<file path="src/rtl/mem_arbiter.sv">
// mem_arbiter: round-robin arbiter/sequencer between instruction fetch (A)
// and data load/store (B) in front of a single-port synchronous memory.
// Each transaction takes IDLE(grant) -> ACCESS -> RESP, and the ack pulse
// lands in the following IDLE cycle.
module mem_arbiter #(
  parameter int DATA_W    = 8,
  parameter int MEM_DEPTH = 64,
  localparam int AW       = $clog2(MEM_DEPTH)
) (
  input  logic              clk,
  input  logic              rst,
  input  logic              a_req,
  input  logic              a_wr,
  input  logic [AW-1:0]     a_addr,
  input  logic [DATA_W-1:0] a_wdata,
  output logic              a_ack,
  output logic [DATA_W-1:0] a_rdata,
  input  logic              b_req,
  input  logic              b_wr,
  input  logic [AW-1:0]     b_addr,
  input  logic [DATA_W-1:0] b_wdata,
  output logic              b_ack,
  output logic [DATA_W-1:0] b_rdata,
  output logic [AW-1:0]     mem_addr,
  output logic [DATA_W-1:0] mem_wdata,
  output logic              mem_we,
  input  logic [DATA_W-1:0] mem_rdata,
  output logic              busy,
  output logic              owner
);

  typedef enum logic [1:0] {
    IDLE   = 2'd0,
    ACCESS = 2'd1,
    RESP   = 2'd2
  } state_t;

  state_t state;
  // Remembers whether the in-flight transaction is a write, since mem_we is
  // already back to read mode by the time the response is produced.
  logic   op_wr;
  logic   pick_b;

  // B wins when it is the only requester, or on a tie when A went last.
  always_comb begin
    pick_b = b_req & (~a_req | ~owner);
  end

  // Arbitration, memory sequencing and response generation.
  always_ff @(posedge clk or posedge rst) begin
    if (rst) begin
      state     <= IDLE;
      op_wr     <= 1'b0;
      mem_we    <= 1'b1;
      mem_addr  <= '0;
      mem_wdata <= '0;
      a_ack     <= 1'b0;
      b_ack     <= 1'b0;
      a_rdata   <= '0;
      b_rdata   <= '0;
      busy      <= 1'b0;
      owner     <= 1'b1;
    end else begin
      a_ack <= 1'b0;
      b_ack <= 1'b0;
      case (state)
        IDLE: begin
          mem_we <= 1'b1;
          if (a_req || b_req) begin
            state <= ACCESS;
            busy  <= 1'b1;
            owner <= pick_b;
            if (pick_b) begin
              mem_addr  <= b_addr;
              mem_wdata <= b_wdata;
              mem_we    <= ~b_wr;
              op_wr     <= b_wr;
            end else begin
              mem_addr  <= a_addr;
              mem_wdata <= a_wdata;
              mem_we    <= ~a_wr;
              op_wr     <= a_wr;
            end
          end
        end
        ACCESS: begin
          // The memory acts at this edge; return it to read mode at once.
          mem_we <= 1'b1;
          state  <= RESP;
        end
        RESP: begin
          busy  <= 1'b0;
          state <= IDLE;
          if (owner) begin
            b_ack <= 1'b1;
            if (!op_wr) b_rdata <= mem_rdata;
          end else begin
            a_ack <= 1'b1;
            if (!op_wr) a_rdata <= mem_rdata;
          end
        end
        default: begin
          state  <= IDLE;
          mem_we <= 1'b1;
          busy   <= 1'b0;
        end
      endcase
    end
  end

endmodule

</file>
<file path="config.mk">
export PLATFORM = sky130hd
export DESIGN_NAME = mem_arbiter
export DESIGN_NICKNAME = d
export VERILOG_FILES = /design/src/rtl/mem_arbiter.sv
export SDC_FILE = /design/constraint.sdc
export NUM_CORES = 1
export LEC_CHECK = 0
export CAP_MARGIN = 20
export CORE_ASPECT_RATIO = 1.75
export CORE_MARGIN = 2
export CORE_UTILIZATION = 41
export DETAILED_ROUTE_END_ITERATION = 7
export PLACE_DENSITY = 0.9
export SLEW_MARGIN = 15
export SYNTH_ARGS = -nofsm -noshare
export SYNTH_HDL_FRONTEND = slang
export SYNTH_SLANG_ARGS = --single-unit
</file>
<file path="constraint.sdc">
create_clock -name clk -period 2.1 [get_ports clk]
set_clock_uncertainty 0.15 [all_clocks]
set_input_delay 0.42 -clock clk [delete_from_list [all_inputs] [get_ports clk]]
set_output_delay 0.42 -clock clk [all_outputs]
set_load 0.05 [all_outputs]
</file>
# Yosys cells after proc, flatten, opt, wreduce, memory -nomap -nowiden
# Index checks and enable logic that the tools add are counted.
# word_totals
register_bits	38
latch_bits	0
mem_bits_rw	0
mem_bits_ro	0
out_inout_bits	35
elab_cells	42
memories	0
# op_classes
n_addsub	0
mul	0
div	0
magnitude_cmp	0
eq_ne	3
shifts	0
mux	14
bitwise	8
n_reduce_logical	6
# ops
op	n
$mux W1	8
$mux W8	1
$mux W6	1
$not A1 Y1	6
$reduce_and A3 Y1	2
$pmux W1 S2	2
$pmux W2 S2	1
$reduce_and A2 Y1	2
$eq A2 B1 Y1 const B	1
$eq A2 B2 Y1 const B	1
$logic_not A2 Y1	1
$mux W2	1
$ne A2 B2 Y1 const B	1
$and A1 B1 Y1	1
$logic_or A1 B1 Y1	1
$or A1 B1 Y1	1

# Logic depth before layout (Yosys ltp)
# Gate-level depths: netlist (run 1).
# depth
ltp_word	6
ltp_mapped	5
depth_no_buf	3

# Worst setup path before layout (run 1)
# OpenSTA, ideal clock, no wires.
# synth_path
kind	register to register
from	register owner
to	register mem_addr[5]
setup_ns	0.125
arrival_ns	1.658
required_time_ns	1.825
slack_ns	0.167
stages_incl_launch_ff	6
n_path_buf	2
synth_period_minus_slack_ns	1.933
path_cell_list	dfstp_2 -> a21bo_1 -> buf_6 -> buf_12 -> mux2_4 -> mux2_4
# synth_between
elab_chain_cells	4
# synth_lines
element	line_no	text
start: declaration	29	output logic owner
start signal: assignment	72	owner <= pick_b;
$not A1 Y1 (no source line)	n/a	
$or A1 B1 Y1	46	pick_b = b_req & (~a_req | ~owner);
$and A1 B1 Y1	46	
$mux W6	73	if (pick_b) begin
end signal: assignment	74	mem_addr <= b_addr;
end signal: assignment	79	mem_addr <= a_addr;
end: declaration	24	output logic [AW-1:0] mem_addr,
# Every way passes these cells.
# A chain may end at the register's enable or synchronous reset.

# Worst setup path after layout (run 1)
# layout_path
from	register mem_wdata[5]
to	output mem_wdata[5]
# layout_rtl
element	line_no	text
start: declaration	25	output logic [DATA_W-1:0] mem_wdata,
start signal: assignment	75	mem_wdata <= b_wdata;
start signal: assignment	80	mem_wdata <= a_wdata;
# No word-level cell between the ends.

==> results of run 1 <==
flip-flops by register name, indices dropped and copies added (netlist names):
register / flops
a_ack: 1
b_ack: 1
state: 2
b_rdata: 8
a_rdata: 8
owner: 1
busy: 1
op_wr: 1
mem_we: 1
mem_wdata: 8
mem_addr: 6
power groups by stage:
stage               clock (mW)  combinational, mW  sequential, mW
floorplan                    0              0.711            2.48
global placement             0               2.73            1.32
detailed placement           0               2.78            1.35
CTS                      0.627               2.78            1.34
global route             0.661               2.87            1.38
finish                   0.615               2.76            1.33
synthesized netlist by cell type:
cell / n / share of area, %
dfrtp_1: 36 / 53
mux2_2: 27 / 18
mux2_4: 18 / 16
nor2_1: 4 / 0.89
inv_1: 3 / 0.67
buf_6: 2 / 1.3
dfstp_2: 2 / 3.1
nor3_2: 2 / 1.2
a21bo_1: 1 / 0.59
a21o_1: 1 / 0.44
a21oi_1: 1 / 0.30
and2b_1: 1 / 0.44
buf_12: 1 / 1.2
mux2_1: 1 / 0.67
mux2i_1: 1 / 0.59
nand2b_2: 1 / 0.52
nor3_4: 1 / 0.96
final timing paths:
path | slack (ns) | end | cells after the start | start
max reg2reg | 0.25 | mem_addr[3] | 4 | owner
max | 0.06 | mem_wdata[5] | 1 | mem_wdata[5]
max in group asynchronous | 1.04 | mem_we | 3 | rst
min | 0.34 | busy | 1 | busy
min reg2reg | 0.34 | busy | 1 | busy
min in group asynchronous | 0.41 | b_ack | 3 | rst
cell families (layout without fill, tap and decap cells):
family | Yosys count | count (layout) | share of synthesized area [%]
simple gates | 9 | 9 | 3.99
flops | 38 | 38 | 56.3
compound gates | 3 | 3 | 1.33
mux | 47 | 47 | 35.2
buf+inv | 6 | 94 | 3.18
per-stage QoR:
step,cell area [sq um],power (mW),worst slack (ns)
after CTS,2650,4.75,0.0254
after global routing,2650,4.91,0.0142
after global placement,2540,4.05,-0.0216
after floorplan,1690,3.19,0.167
final,2650,4.70,0.0571
after detailed placement,2540,4.13,-0.0908
per-layer routing:
layer  vias up  GRT usage, %  part of all wire, %
li1        536             -                    -
met1       555          19.5                   34
met2        61          34.1                   56
met3        10          5.35                  7.0
met4         0          9.79                  3.1
met5         -             0                    0
repair_timing:
action	4_1_cts	5_1_grt
hold endpoints to repair	0	0
gates resized for setup	0	3
endpoints found under the setup margin	0	3
cell type report:
class	instances	area (sq um)
sequential	38	953
fill	311	1250
clock inverter	3	40.0
multi-input combinational	59	686
timing repair buffer	83	833
tap	48	60.1
clock buffer	5	68.8
inverter	3	11.3
==> flow_metrics.py, run 1 <==
metrics = {
    "clocking": {
        "postCtsSetupBuffers": 0,
        "clock_latency_ns": 0.29,
        "holdBufCountCts": 0,
        "cts_root_buf": "clkbuf_8",
        "clock_sinks": 38,
        "cts_tree": "done",
        "clk_pin_slew_worst_paths_ns": 0.07,
        "cts.htree.levels": 2,
        "cts_buffer_depth": 2,
        "numCtsBuffers": 5,
    },
    "sta": {
        "tightestPinTransition_ns": 0.537,
        "timing.fmax_mhz": 490,
        "setup_tns_ns": 0,
        "hold_ws_ns": 0.340,
        "period_minus_slack_ns": 2.04,
        "slew_viol_final": 0,
        "setup_viol": 0,
        "finalHoldViolations": 0,
        "max-slew-margin-rel_pct": 64.1,
        "rsz0062_at_grt": "no",
        "period_share_pct": 97.3,
    },
    "yosys": {
        "yosysUniqueCellTypes": 17,
        "syn-num-nets": 145,
        "netlist_instances": 103,
        "synth_warnings": 0,
        "syn_area_sq_um": 1690,
        "ys_ff_latch": 38,
        "avgSynthCellArea_sq_um": 16.4,
        "synth_seq_area_share_pct": 56.3,
    },
    "worst_setup_path": {
        "crit_chain": "clkdlybuf4s50_1",
        "cp-start-kind": "flip-flop",
        "critPathMaxFanout": 2,
        "critPathMaxStageDelay_ns": 0.81,
        "slowest_stage": "clkdlybuf4s50_1",
        "crit_arrival_ns": 1.47,
        "crit_family": "buffers and inverters",
        "critPathBufInv": 1,
        "cp-end-kind": "primary output",
        "path_class": "reg -> out",
        "crit_required_ns": 1.53,
    },
    "drt": {
        "post_drt_wl_per_cell_microns": 16.4,
        "totalWireLength_microns": 3910,
        "drtPass1Iterations": 2,
        "drtAntennaViolNets": 0,
        "route.detailed.drc": 0,
        "dr_total_vias": 1162,
        "routed_via_density": 4.86,
        "drtIter0Drc": 7,
    },
    "final_layout": {
        "mostFrequentLayoutCells": "68 x clkdlybuf4s50_1, 36 x dfrtp_1, 27 x mux2_2",
        "final_common_cell": "clkdlybuf4s50_1",
        "syn_to_final_growth_pct": 56.7,
        "antenna_cells": 0,
        "final_cell_count_no_fill": 239,
        "drive_gt1_share_pct": 37.2,
        "nets": 232,
        "final_util_pct": 67.9,
    },
    "pwr": {
        "power_density_nw_per_um2": 1770,
        "p_sw_share_pct": 45.0,
        "switchingPower_mw": 2.12,
        "p_leak_nw": 1.19,
        "power_frac_comb_pct": 58.6,
        "clockPowerShare_pct": 13.1,
        "pwr-share-seq_pct": 28.3,
        "p_int_mw": 2.59,
        "ir_drop_uv": 1110,
    },
    "global_route": {
        "grt-ovfl-total": 0,
        "grt_use_total_pct": 19.0,
        "grt_max_degree": 39,
        "grt_pass1_vias": 1344,
        "antenna_found_initial": 0,
        "grt_pass1_wl_microns": 6250,
    },
    "floorplanning": {
        "fp.dieW_microns": 52.6,
        "die_h_microns": 89.0,
        "fp-row-count": 30,
        "die-area_sq_um": 4680,
        "start_util_pct": 43.4,
        "core-area_sq_um": 3900,
        "io_pins": 77,
    },
    "outcome": {
        "outcome": "finished clean",
    },
    "placement": {
        "place_inst": 231,
        "dp_hpwl_microns": 3070,
        "place_congestion": 0.666,
        "port_buffers": 76,
    },
    "flow_run": {
        "cap_violations": 0,
    },
    "min_path": {
        "min_path_type": "reg -> reg",
    },
}
Power figures use the tool's default switching activity.
==> run 2, diff against run 1 <==
Settings changed: CORE_UTILIZATION 41 to 44, PLACE_DENSITY 0.9 to 0.95.
Clock period 2.1 ns to 2.5 ns, I/O delays scaled along.
==> flow_metrics.py, run 2 (synthesis results as in run 1) <==
metrics = {
    "pwr": {
        "switchingPower_mw": 1.76,
        "p_int_mw": 2.08,
        "power_frac_comb_pct": 59.7,
        "ir_drop_uv": 928,
        "pwr-share-seq_pct": 29.1,
        "power_density_nw_per_um2": 1480,
        "clockPowerShare_pct": 11.2,
        "p_sw_share_pct": 45.9,
        "p_leak_nw": 1.13,
    },
    "drt": {
        "dr_wl_met3_microns": 204,
        "routed_via_density": 4.98,
        "route.detailed.drc": 0,
        "wl_met1_microns": 1300,
        "drtIter0Drc": 10,
        "drtPass1Iterations": 3,
        "met2WireLength_microns": 2230,
        "drtAntennaViolNets": 0,
        "post_drt_wl_per_cell_microns": 16.3,
        "totalWireLength_microns": 3800,
        "dr_total_vias": 1161,
        "routed.top_layer": "met4",
    },
    "sta": {
        "period_minus_slack_ns": 2.32,
        "tightestPinTransition_ns": 0.676,
        "timing.fmax_mhz": 430,
        "setup_viol": 0,
        "hold_ws_ns": 0.356,
        "rsz0062_at_grt": "no",
        "max-slew-margin-rel_pct": 54.7,
        "period_share_pct": 93.0,
        "setup_tns_ns": 0,
        "slew_viol_final": 0,
        "finalHoldViolations": 0,
    },
    "worst_setup_path": {
        "crit_chain": "clkdlybuf4s50_1",
        "crit_arrival_ns": 1.67,
        "cp-start-kind": "flip-flop",
        "crit_required_ns": 1.85,
        "crit_family": "buffers and inverters",
        "critPathMaxFanout": 5,
        "rrSetupSlack_ns": 0.59,
        "critPathBufInv": 1,
        "r2r-end": "b_rdata[6]",
        "worstReg2RegStart": "owner",
        "slowest_stage": "clkdlybuf4s50_1",
        "cp-end-kind": "primary output",
        "path_class": "reg -> out",
        "reg2reg_depth": 3,
        "critPathMaxStageDelay_ns": 0.81,
    },
    "final_layout": {
        "drive_gt1_share_pct": 33.2,
        "nets": 228,
        "seq_area_sq_um": 953,
        "reg_top3": "a_rdata: 8 flops, b_rdata: 8 flops, mem_wdata: 8 flops",
        "final_common_cell": "clkdlybuf4s50_1",
        "syn_to_final_growth_pct": 53.5,
        "mostFrequentLayoutCells": "76 x clkdlybuf4s50_1, 36 x dfrtp_1, 27 x mux2_2",
        "multi_input_area_sq_um": 686,
        "antenna_cells": 0,
        "fillCellCount": 239,
    },
    "min_path": {
        "hold-path-endpoint": "mem_we",
        "whs_path_depth": 2,
        "min_path_type": "reg -> reg",
        "hp-start": "mem_we",
    },
    "floorplanning": {
        "io_pins": 77,
        "die-area_sq_um": 4380,
        "die_h_microns": 86.1,
        "start_util_pct": 46.2,
        "core-area_sq_um": 3660,
        "fp-row-count": 29,
        "fp.dieW_microns": 50.9,
    },
    "global_route": {
        "grt_max_degree": 39,
        "grt_use_total_pct": 19.4,
        "grt-ovfl-total": 0,
        "grt_pass1_vias": 1266,
        "antenna_found_initial": 0,
        "grt_pass1_wl_microns": 6130,
    },
    "clocking": {
        "clock_sinks": 38,
        "cts_tree": "done",
        "clk_pin_slew_worst_paths_ns": 0.07,
        "clock_latency_ns": 0.28,
        "post_cts_resized": 0,
        "cts_root_buf": "clkbuf_8",
        "postCtsSetupBuffers": 0,
        "numCtsBuffers": 5,
        "holdBufCountCts": 0,
        "cts_buffer_depth": 2,
        "cts.htree.levels": 2,
    },
    "flow_run": {
        "cap_violations": 0,
    },
    "placement": {
        "port_buffers": 76,
        "dp_hpwl_microns": 2850,
        "place_congestion": 0.684,
    },
    "outcome": {
        "outcome": "finished clean",
    },
}
run 2: cell types whose count changed in the layout (fill, tap and decap cells not counted):
| cell | delta |
|---|---|
| clkinvlp_4 | +1 |
| clkbuf_8 | +1 |
| clkdlybuf4s50_1 | +8 |
| bufinv_16 | -1 |
| dlymetal6s2s_1 | -3 |
| buf_4 | -8 |
| clkinv_2 | -1 |
| buf_12 | -1 |
run 2: area by class of cell:
class                           count  area share (%)
Sequential cell                    38            36.7
Timing Repair Buffer               79            30.6
Multi-Input combinational cell     59            26.4
Clock buffer                        6            3.18
Tap cell                           46            2.21
Clock inverter                      2           0.481
Inverter                            3           0.433
run 2: metal layers:
layer / up-vias / GRT usage [%]
met3: 7 / 4.18
met4: 0 / 7.37
met2: 50 / 37.0
li1: 529 / -
met1: 575 / 19.8
met5: - / 0
run 2: worst min-delay path, cell delays in order (launching register included):
cell,delay (ns)
dfstp_2,0.37
nor2_1,0.09
a21oi_1,0.04
run 2: worst max path at each step:
| stage | startpoint | endpoint | slack (ns) | depth (start not counted) |
|---|---|---|---|---|
| floorplan | owner | mem_addr[5] | 0.57 | 5 |
| global placement | b_req | op_wr | 0.27 | 5 |
| detailed placement | b_req | op_wr | 0.24 | 5 |
| CTS | owner | owner | 0.16 | 1 |
| global route | owner | owner | 0.14 | 1 |
| finish | owner | owner | 0.18 | 1 |
run 2: through the flow:
step | util [%] | worst slack [ns] | area (sq um) | cells | total power, mW
3_5_place_dp | 68.3 | 0.241 | 2500 | 225 | 3.43
4_1_cts | 70.9 | 0.161 | 2600 | 233 | 3.88
3_3_place_gp | 68.3 | 0.269 | 2500 | 225 | 3.36
6_report | 70.9 | 0.176 | 2600 | 233 | 3.84
5_1_grt | 70.9 | 0.139 | 2600 | 233 | 4.01
2_1_floorplan | - | 0.567 | 1690 | 103 | 2.68
run 2: power by group through the flow:
stage	clock network [mW]	registers, mW	logic [mW]
after floorplan	0	2.08	0.597
after global placement	0	1.10	2.26
after detailed placement	0	1.12	2.31
after CTS	0.446	1.12	2.32
after global routing	0.471	1.15	2.39
final	0.429	1.12	2.30
